File: src/rtl/fifo_drain_ctrl.sv
// Read-side controller for the nibble-in / word-out flushable FIFO: drains whole words,
// flushes stranded partial data on command or idle timeout, and buffers words for a valid/ready sink.
module fifo_drain_ctrl #(
    parameter int DW      = 32,
    parameter int TIMEOUT = 64,
    parameter int TW      = 8,
    parameter int CW      = 8
) (
    input  logic          clk,
    input  logic          rst,
    input  logic          fifo_vld_rd_data,
    input  logic          fifo_empty,
    input  logic [DW-1:0] fifo_rd_data,
    input  logic          fifo_flush_done,
    output logic          fifo_rd,
    output logic          fifo_flush_req,
    input  logic          flush_cmd,
    output logic          out_valid,
    input  logic          out_ready,
    output logic [DW-1:0] out_data,
    output logic          out_flush,
    output logic          flush_done,
    output logic [CW-1:0] flush_cnt
);
    typedef enum logic [1:0] {IDLE, WAIT, FLUSH} state_t;
    typedef struct packed {
        logic          flush;
        logic [DW-1:0] data;
    } entry_t;

    localparam logic [TW-1:0] T_LAST = TW'((TIMEOUT > 0) ? TIMEOUT - 1 : 0);

    state_t        state, state_nxt;
    logic [TW-1:0] timer, timer_nxt;
    entry_t        ob [2];
    logic          wr_ptr, rd_ptr;
    logic [1:0]    count;
    logic          room, push, pop, flush_go, flush_end;

    // Room comes from the registered count only, so out_ready never reaches fifo_rd.
    // rst also gates the strobe so it drops the instant reset asserts.
    assign room      = (count < 2'd2);
    assign push      = rst && room && !fifo_empty && (fifo_vld_rd_data || state == FLUSH);
    assign pop       = out_valid && out_ready;
    assign flush_go  = flush_cmd && !fifo_empty;
    assign flush_end = (state == FLUSH) && fifo_flush_done;

    assign fifo_rd   = push;
    assign out_valid = (count != 2'd0);
    assign out_data  = ob[rd_ptr].data;
    assign out_flush = ob[rd_ptr].flush;

    always_comb begin
        state_nxt = state;
        timer_nxt = timer;
        case (state)
            IDLE: begin
                if (flush_go) begin
                    state_nxt = FLUSH;
                end else if (TIMEOUT != 0 && !fifo_empty && !fifo_vld_rd_data) begin
                    state_nxt = WAIT;
                    timer_nxt = TW'(1);
                end
            end
            WAIT: begin
                if (flush_go) begin
                    state_nxt = FLUSH;
                    timer_nxt = '0;
                end else if (fifo_empty || fifo_vld_rd_data) begin
                    state_nxt = IDLE;
                    timer_nxt = '0;
                end else if (timer >= T_LAST) begin
                    state_nxt = FLUSH;
                    timer_nxt = '0;
                end else begin
                    timer_nxt = timer + 1'b1;
                end
            end
            FLUSH: begin
                if (fifo_flush_done) state_nxt = IDLE;
            end
            default: state_nxt = IDLE;
        endcase
    end

    always_ff @(posedge clk or negedge rst) begin
        if (!rst) begin
            state          <= IDLE;
            timer          <= '0;
            fifo_flush_req <= 1'b0;
            flush_done     <= 1'b0;
            flush_cnt      <= '0;
        end else begin
            state          <= state_nxt;
            timer          <= timer_nxt;
            fifo_flush_req <= (state_nxt == FLUSH);
            flush_done     <= flush_end;
            if (flush_end && flush_cnt != '1) flush_cnt <= flush_cnt + 1'b1;
        end
    end

    // Two-entry skid buffer; a word is tagged with the state it was read in.
    always_ff @(posedge clk or negedge rst) begin
        if (!rst) begin
            for (int i = 0; i < 2; i++) ob[i] <= '0;
            wr_ptr <= 1'b0;
            rd_ptr <= 1'b0;
            count  <= 2'd0;
        end else begin
            if (push) begin
                ob[wr_ptr] <= '{flush: (state == FLUSH), data: fifo_rd_data};
                wr_ptr     <= !wr_ptr;
            end
            if (pop) rd_ptr <= !rd_ptr;
            case ({push, pop})
                2'b10:   count <= count + 2'd1;
                2'b01:   count <= count - 2'd1;
                default: count <= count;
            endcase
        end
    end

endmodule

File: config.mk
export PLATFORM = sky130hd
export DESIGN_NAME = fifo_drain_ctrl
export DESIGN_NICKNAME = d
export VERILOG_FILES = /design/src/rtl/fifo_drain_ctrl.sv
export SDC_FILE = /design/constraint.sdc
export NUM_CORES = 1
export LEC_CHECK = 0
export BUFFER_PORTS_ARGS = -buffer_cell sky130_fd_sc_hd__buf_2
export CAP_MARGIN = 20
export CORE_MARGIN = 4
export CORE_UTILIZATION = 45
export CTS_BUF_LIST = sky130_fd_sc_hd__clkbuf_8 sky130_fd_sc_hd__clkbuf_16
export CTS_CLUSTER_SIZE = 14
export DETAILED_ROUTE_END_ITERATION = 8
export HOLD_SLACK_MARGIN = 0.15
export PLACE_DENSITY = 0.67
export SYNTH_ARGS = -nofsm -noshare
export SYNTH_HDL_FRONTEND = slang
export SYNTH_SLANG_ARGS = --single-unit
File: constraint.sdc
create_clock -name clk -period 2.1 [get_ports clk]
set_clock_uncertainty 0.05 [all_clocks]
set_input_delay 0.42 -clock clk [delete_from_list [all_inputs] [get_ports clk]]
set_output_delay 0.42 -clock clk [all_outputs]
set_load 0.02 [all_outputs]
==> results.sh, run 1 <==
export IMPL_post_cts_resized=0
export IMPL_cts_hold_buffers=0
export IMPL_num_vias=2453
export IMPL_route_detailed_drc=0
export IMPL_core_area_mm2=0.009240
export IMPL_synth_area_leaders="dfrtp_1 (53%), mux2_4 (20%), mux2_2 (11%)"
export IMPL_crit_start="rd_ptr"
export IMPL_ys_seq_area_frac=0.5279
export IMPL_path_class="reg2out"
export IMPL_drtIter0Drc=97
export IMPL_utilization=0.5471
export IMPL_syn_area_mm2=0.004267
export IMPL_layout_common_cells="dfrtp_1 (90), buf_2 (82), mux2_4 (58)"
export IMPL_cap_violations=0
export IMPL_setup_tns_ns=0
export IMPL_cts_sinks=90
export IMPL_reg2regPathDepth=5
export IMPL_ios=84
export IMPL_r2r_start="count[1]"
export IMPL_synth_distinct_cells=40
export IMPL_multi_input_area_mm2=0.001894
export IMPL_clock_path_buffers=2
export IMPL_tightest_slew_ns=0.6973
export IMPL_ff_latch_area_mm2=0.002252
export IMPL_crit_required_ns=1.63
export IMPL_grt_total_usage=0.1533
export IMPL_ir_drop_mv=0.5957
export IMPL_via_per_inst=4.936
export IMPL_crit_path_start_kind="flip-flop"
export IMPL_p_clk_frac=0.165
export IMPL_worst_ep_arrival_time_ns=1.48
export IMPL_outcome="complete, no violations"
export IMPL_drive_above_1_share=0.5815
export IMPL_post_route_period_util=0.9308
export IMPL_worstSetupEndpointType="output port"
export IMPL_die_w_um=105.4
export IMPL_antenna_cells=0
export IMPL_synth_top_cell_by_area="dfrtp_1"
export IMPL_min_period_ns=1.955
export IMPL_wl_um=8165
export IMPL_synth_top_area_share=0.5279
export IMPL_nets=405
export IMPL_drv_slew=0
export IMPL_final_common_cell="dfrtp_1"
export IMPL_clk_latency_ns=0.34
export IMPL_cp_depth=3
export IMPL_syn_area_per_cell_um2=15.69
export IMPL_dpl_hpwl_um=5631
export IMPL_r2r_slack_ns=0.31
export IMPL_io_buffer_count=83
export IMPL_grt_pass1_wl_um=13760
export IMPL_finalPower_uw=7680
export IMPL_grt_antenna_before_repair=0
export IMPL_net_switching_power_uw=2666
export IMPL_dieHeight_um=105.4
export IMPL_root_buffer="clkbuf_8"
export IMPL_path_cells="buf_4 -> mux2_2 -> buf_2"
export IMPL_syn_nets=314
export IMPL_critical_path_top_delay_family="flip-flops"
export IMPL_powerDensity_mw_per_mm2=1519
export IMPL_yosys_warnings=0
export IMPL_routabilityCongestion=0.7206
export IMPL_numCtsBuffers=9
export IMPL_combPwrFrac=0.450
export IMPL_p_seq_frac=0.385
export IMPL_initial_core_util=0.4617
export IMPL_slowest_delay_ns=0.39
export IMPL_path_max_fanout=11
export IMPL_maxSlewHeadroom=0.5352
export IMPL_die_area_mm2=0.01110
export IMPL_grt_setup_unrepaired="false"
export IMPL_synth_seq_cells=90
export IMPL_first_global_vias=2724
export IMPL_grt_max_degree=58
export IMPL_cts_tree="done"
export IMPL_postRouteAntennaNets=0
export IMPL_intPower_uw=5013
export IMPL_area_growth_synth_to_final_pct=18.48
export IMPL_leakagePower_uw=0.002490
export IMPL_holdCritPathClass="in2async"
export IMPL_hold_viol=0
export IMPL_swShare=0.3472
export IMPL_fillCellCount=793
export IMPL_setup_viol=0
export IMPL_path_clk_slew_ns=0.09
export IMPL_wl_per_cell_um=16.43
export IMPL_cts_setup_buffers=0
export IMPL_dr_pass1_iters=4
export IMPL_cp_buffers_inverters=2
export IMPL_synthCells=272
export IMPL_grt_overflow_total=0
export IMPL_max_freq_mhz=511.6
export IMPL_cp_slowest_cell="dfrtp_1"
export IMPL_row_count=35
export IMPL_cts_max_level=3
[cell families after synthesis]
kind of cell               synth area share
adders and majority gates          0.008799
and+or+nand+nor                     0.05426
muxes                                0.3123
DFF                                  0.5279
AOI/OAI and AO/OA                   0.03578
xor gates and xnor gates            0.03285
buffers and inverters               0.02815
[through the flow]
| step | instances | instance area, um^2 | hold slack [ns] | setup WS (ns) |
|---|---|---|---|---|
| finish | 497 | 5055 | 0.2068 | 0.1453 |
| global placement | 481 | 4831 | 0.4107 | 0.1980 |
| CTS | 497 | 5055 | 0.2187 | 0.1140 |
| detailed placement | 481 | 4831 | 0.4283 | 0.1682 |
| floorplan | 272 | 4267 | 0.07441 | 0.3048 |
| global route | 497 | 5055 | 0.2439 | 0.03350 |
[routing by layer]
metal,wire [um],global-route usage,share of wire,vias up
li1,-,-,-,1154
met1,4006,0.2172,0.49,1240
met2,3789,0.2368,0.46,52
met3,288,0.03123,0.035,7
met4,80,0.04780,0.0098,0
met5,0,0,0,-
[cell type report]
cell class	count	share of cell area
flip-flops and latches	90	0.4455
multi-input cells	169	0.3748
repair buffers	91	0.1020
clock buffers	13	0.03540
well taps	129	0.03193
clock inverters	3	0.008911
inverters	2	0.001485
[Yosys cell counts (all sizes together)]
cell,instances
inv,2
and2b,1
a311oi,1
xnor2,8
mux2,99
nor3b,1
nor2b,1
dfrtp,90
clkbuf,2
and2,3
o21a,1
nand3,3
a41oi,1
o2111ai,1
o211ai,2
and3,2
nor4,1
o221ai,2
or2,1
nand3b,1
nand2,5
a21boi,1
a21oi,1
nand2b,1
and4,2
nand4,2
xor2,8
ha,3
or2b,1
o22a,1
buf,9
a311o,1
o21ai,6
nor2,8
[worst reg2reg max path, stage by stage, from the launching register on]
cell	delay (ns)
dfrtp_1	0.43
nor3b_4	0.30
o21ai_4	0.15
nor2_8	0.12
buf_4	0.26
mux2_2	0.36
[flip-flops by register name, summed over array words and instances, names as in the netlist]
register	count
count	2
fifo_flush_req	1
flush_cnt	8
flush_done	1
ob	66
rd_ptr	1
state	2
timer	8
wr_ptr	1
[power by group through the flow]
stage | logic [uW] | clock network (uW) | registers [uW]
after floorplan | 2570 | 0 | 2900
after global placement | 3430 | 0 | 2940
after detailed placement | 3480 | 0 | 2980
after CTS | 3510 | 1310 | 2960
after global routing | 3710 | 1400 | 3050
final | 3450 | 1270 | 2950
[path summary, 6_finish.rpt]
| path | to |
|---|---|
| max in group asynchronous | state[1] |
| worst min register to register | ob[32] |
| min in group clk | ob[22] |
| worst max-delay path | out_data[28] |
| worst max register to register | ob[64] |
| worst min-delay path | ob[10] |
Note: power is estimated with default switching activity, not from simulation.
==> run 2: changes to the inputs <==
Settings changed: PLACE_DENSITY 0.67 to 0.7.
Clock period 2.1 ns to 1.7 ns, I/O delays scaled along.
==> results.sh, run 2 (synthesis gave the netlist of run 1 again) <==
export IMPL_path_class="reg2out"
export IMPL_antenna_cells=0
export IMPL_io_buffer_count=83
export IMPL_top_register="ob"
export IMPL_final_common_cell="dfrtp_1"
export IMPL_core_area_mm2=0.009240
export IMPL_numCtsBuffers=9
export IMPL_initial_core_util=0.4617
export IMPL_cts_sinks=90
export IMPL_ios=84
export IMPL_num_vias=2677
export IMPL_dr_pass1_iters=4
export IMPL_cts_max_level=3
export IMPL_clk_latency_ns=0.36
export IMPL_die_area_mm2=0.01110
export IMPL_postRouteAntennaNets=0
export IMPL_routabilityCongestion=0.7333
export IMPL_grt_total_usage=0.1728
export IMPL_area_growth_synth_to_final_pct=32.87
export IMPL_outcome="complete, but fails checks"
export IMPL_grt_antenna_before_repair=0
export IMPL_dieHeight_um=105.4
export IMPL_fillCellCount=709
export IMPL_finalNonFillerCells=536
export IMPL_min_period_ns=1.910
export IMPL_largest_reg_flops=66
export IMPL_post_route_period_util=1.123
export IMPL_cap_violations=0
export IMPL_worst_ep_arrival_time_ns=1.52
export IMPL_holdCritPathClass="in2async"
export IMPL_grt_pass1_wl_um=15080
export IMPL_nets=444
export IMPL_reg_top3="ob: 66 flops, flush_cnt: 8 flops, timer: 8 flops"
export IMPL_max_freq_mhz=523.6
export IMPL_dpl_hpwl_um=6010
export IMPL_crit_required_ns=1.31
export IMPL_cts_tree="done"
export IMPL_wl_per_cell_um=17.21
export IMPL_layout_common_cells="dfrtp_1 (90), mux2_4 (66), buf_2 (65)"
export IMPL_first_global_vias=2986
export IMPL_wl_um=9225
export IMPL_violations="negative setup slack"
export IMPL_row_count=35
export IMPL_path_max_fanout=18
export IMPL_drtIter0Drc=61
export IMPL_ir_drop_mv=0.6671
export IMPL_tightest_slew_ns=0.5982
export IMPL_setup_viol=69
export IMPL_grt_overflow_total=0
export IMPL_route_detailed_drc=0
export IMPL_worstSetupEndpointType="output port"
export IMPL_path_clk_slew_ns=0.10
export IMPL_drive_above_1_share=0.6118
export IMPL_cts_hold_buffers=11
export IMPL_crit_path_start_kind="flip-flop"
export IMPL_maxSlewHeadroom=0.6012
export IMPL_whs_ns=0.03401
export IMPL_drv_slew=0
export IMPL_finalWorstSetupSlack_ns=-0.2099
export IMPL_via_per_inst=4.994
export IMPL_grt_max_degree=49
export IMPL_grt_setup_unrepaired="true"
export IMPL_hold_viol=0
export IMPL_leakagePower_uw=0.002779
export IMPL_die_w_um=105.4
export IMPL_placed_cells=496
export IMPL_powerDensity_mw_per_mm2=1858
export IMPL_post_place_ws_ns=-0.1455
export IMPL_root_buffer="clkbuf_8"
export IMPL_clock_path_buffers=2
## run 2: final cells by class
cell class | count | area (um^2) | area share
clock buffers | 9 | 123.9 | 0.02185
clock inverters | 7 | 123.9 | 0.02185
inverters | 2 | 10.01 | 0.001766
multi-input cells | 169 | 1964 | 0.3465
flip-flops and latches | 90 | 2252 | 0.3973
well taps | 129 | 161.4 | 0.02847
repair buffers | 130 | 1033 | 0.1823
## run 2: layer usage
layer,GRT usage,vias to the layer above,wire (um)
met2,0.2737,65,4294
met4,0.08247,0,248
met1,0.2247,1357,4306
met3,0.03858,19,376
li1,-,1236,-
met5,0,-,0
## run 2: power by group
part	leakage [uW]	switching (uW)	internal (uW)
sequential	0.00111	587	3060
combinational	0.00155	2200	2910
clock	0.000120	796	989
## run 2: what timing repair did
| action | in CTS | in global routing |
|---|---|---|
| resized for setup | 24 | 35 |
| endpoints found under the setup margin | 61 | 73 |
| hold endpoints to repair | 57 | 42 |
| gates cloned | 3 | 0 |
| buffers inserted | 11 | 4 |
| pin swaps | 6 | 6 |
## run 2: final timing paths
kind	from	endpoint	slack, ns	depth (start not counted)
min in group clk	fifo_rd_data[11]	ob[11]	0.17	2
hold reg to reg	ob[32]	ob[32]	0.46	2
setup / recovery	rd_ptr	out_data[16]	-0.21	3
setup reg to reg	count[1]	ob[46]	-0.18	8
max in group asynchronous	rst	count[0]	0.56	3
hold / removal	rst	ob[50]	0.03	2
## run 2: critical path, stage by stage, from the launching register on
cell     delay, ns
dfrtp_1       0.44
buf_12        0.20
mux2_2        0.35
buf_4         0.16
## run 2: stage by stage
stage,util,total power (uW),area (um^2),TNS [ns]
5_1_grt,0.6135,11120,5669,-12.96
3_3_place_gp,0.5391,8080,4981,-0.4743
2_1_floorplan,-,6771,4269,0
6_report,0.6135,10530,5669,-9.642
4_1_cts,0.6069,10330,5608,-12.07
3_5_place_dp,0.5391,8181,4981,-2.332
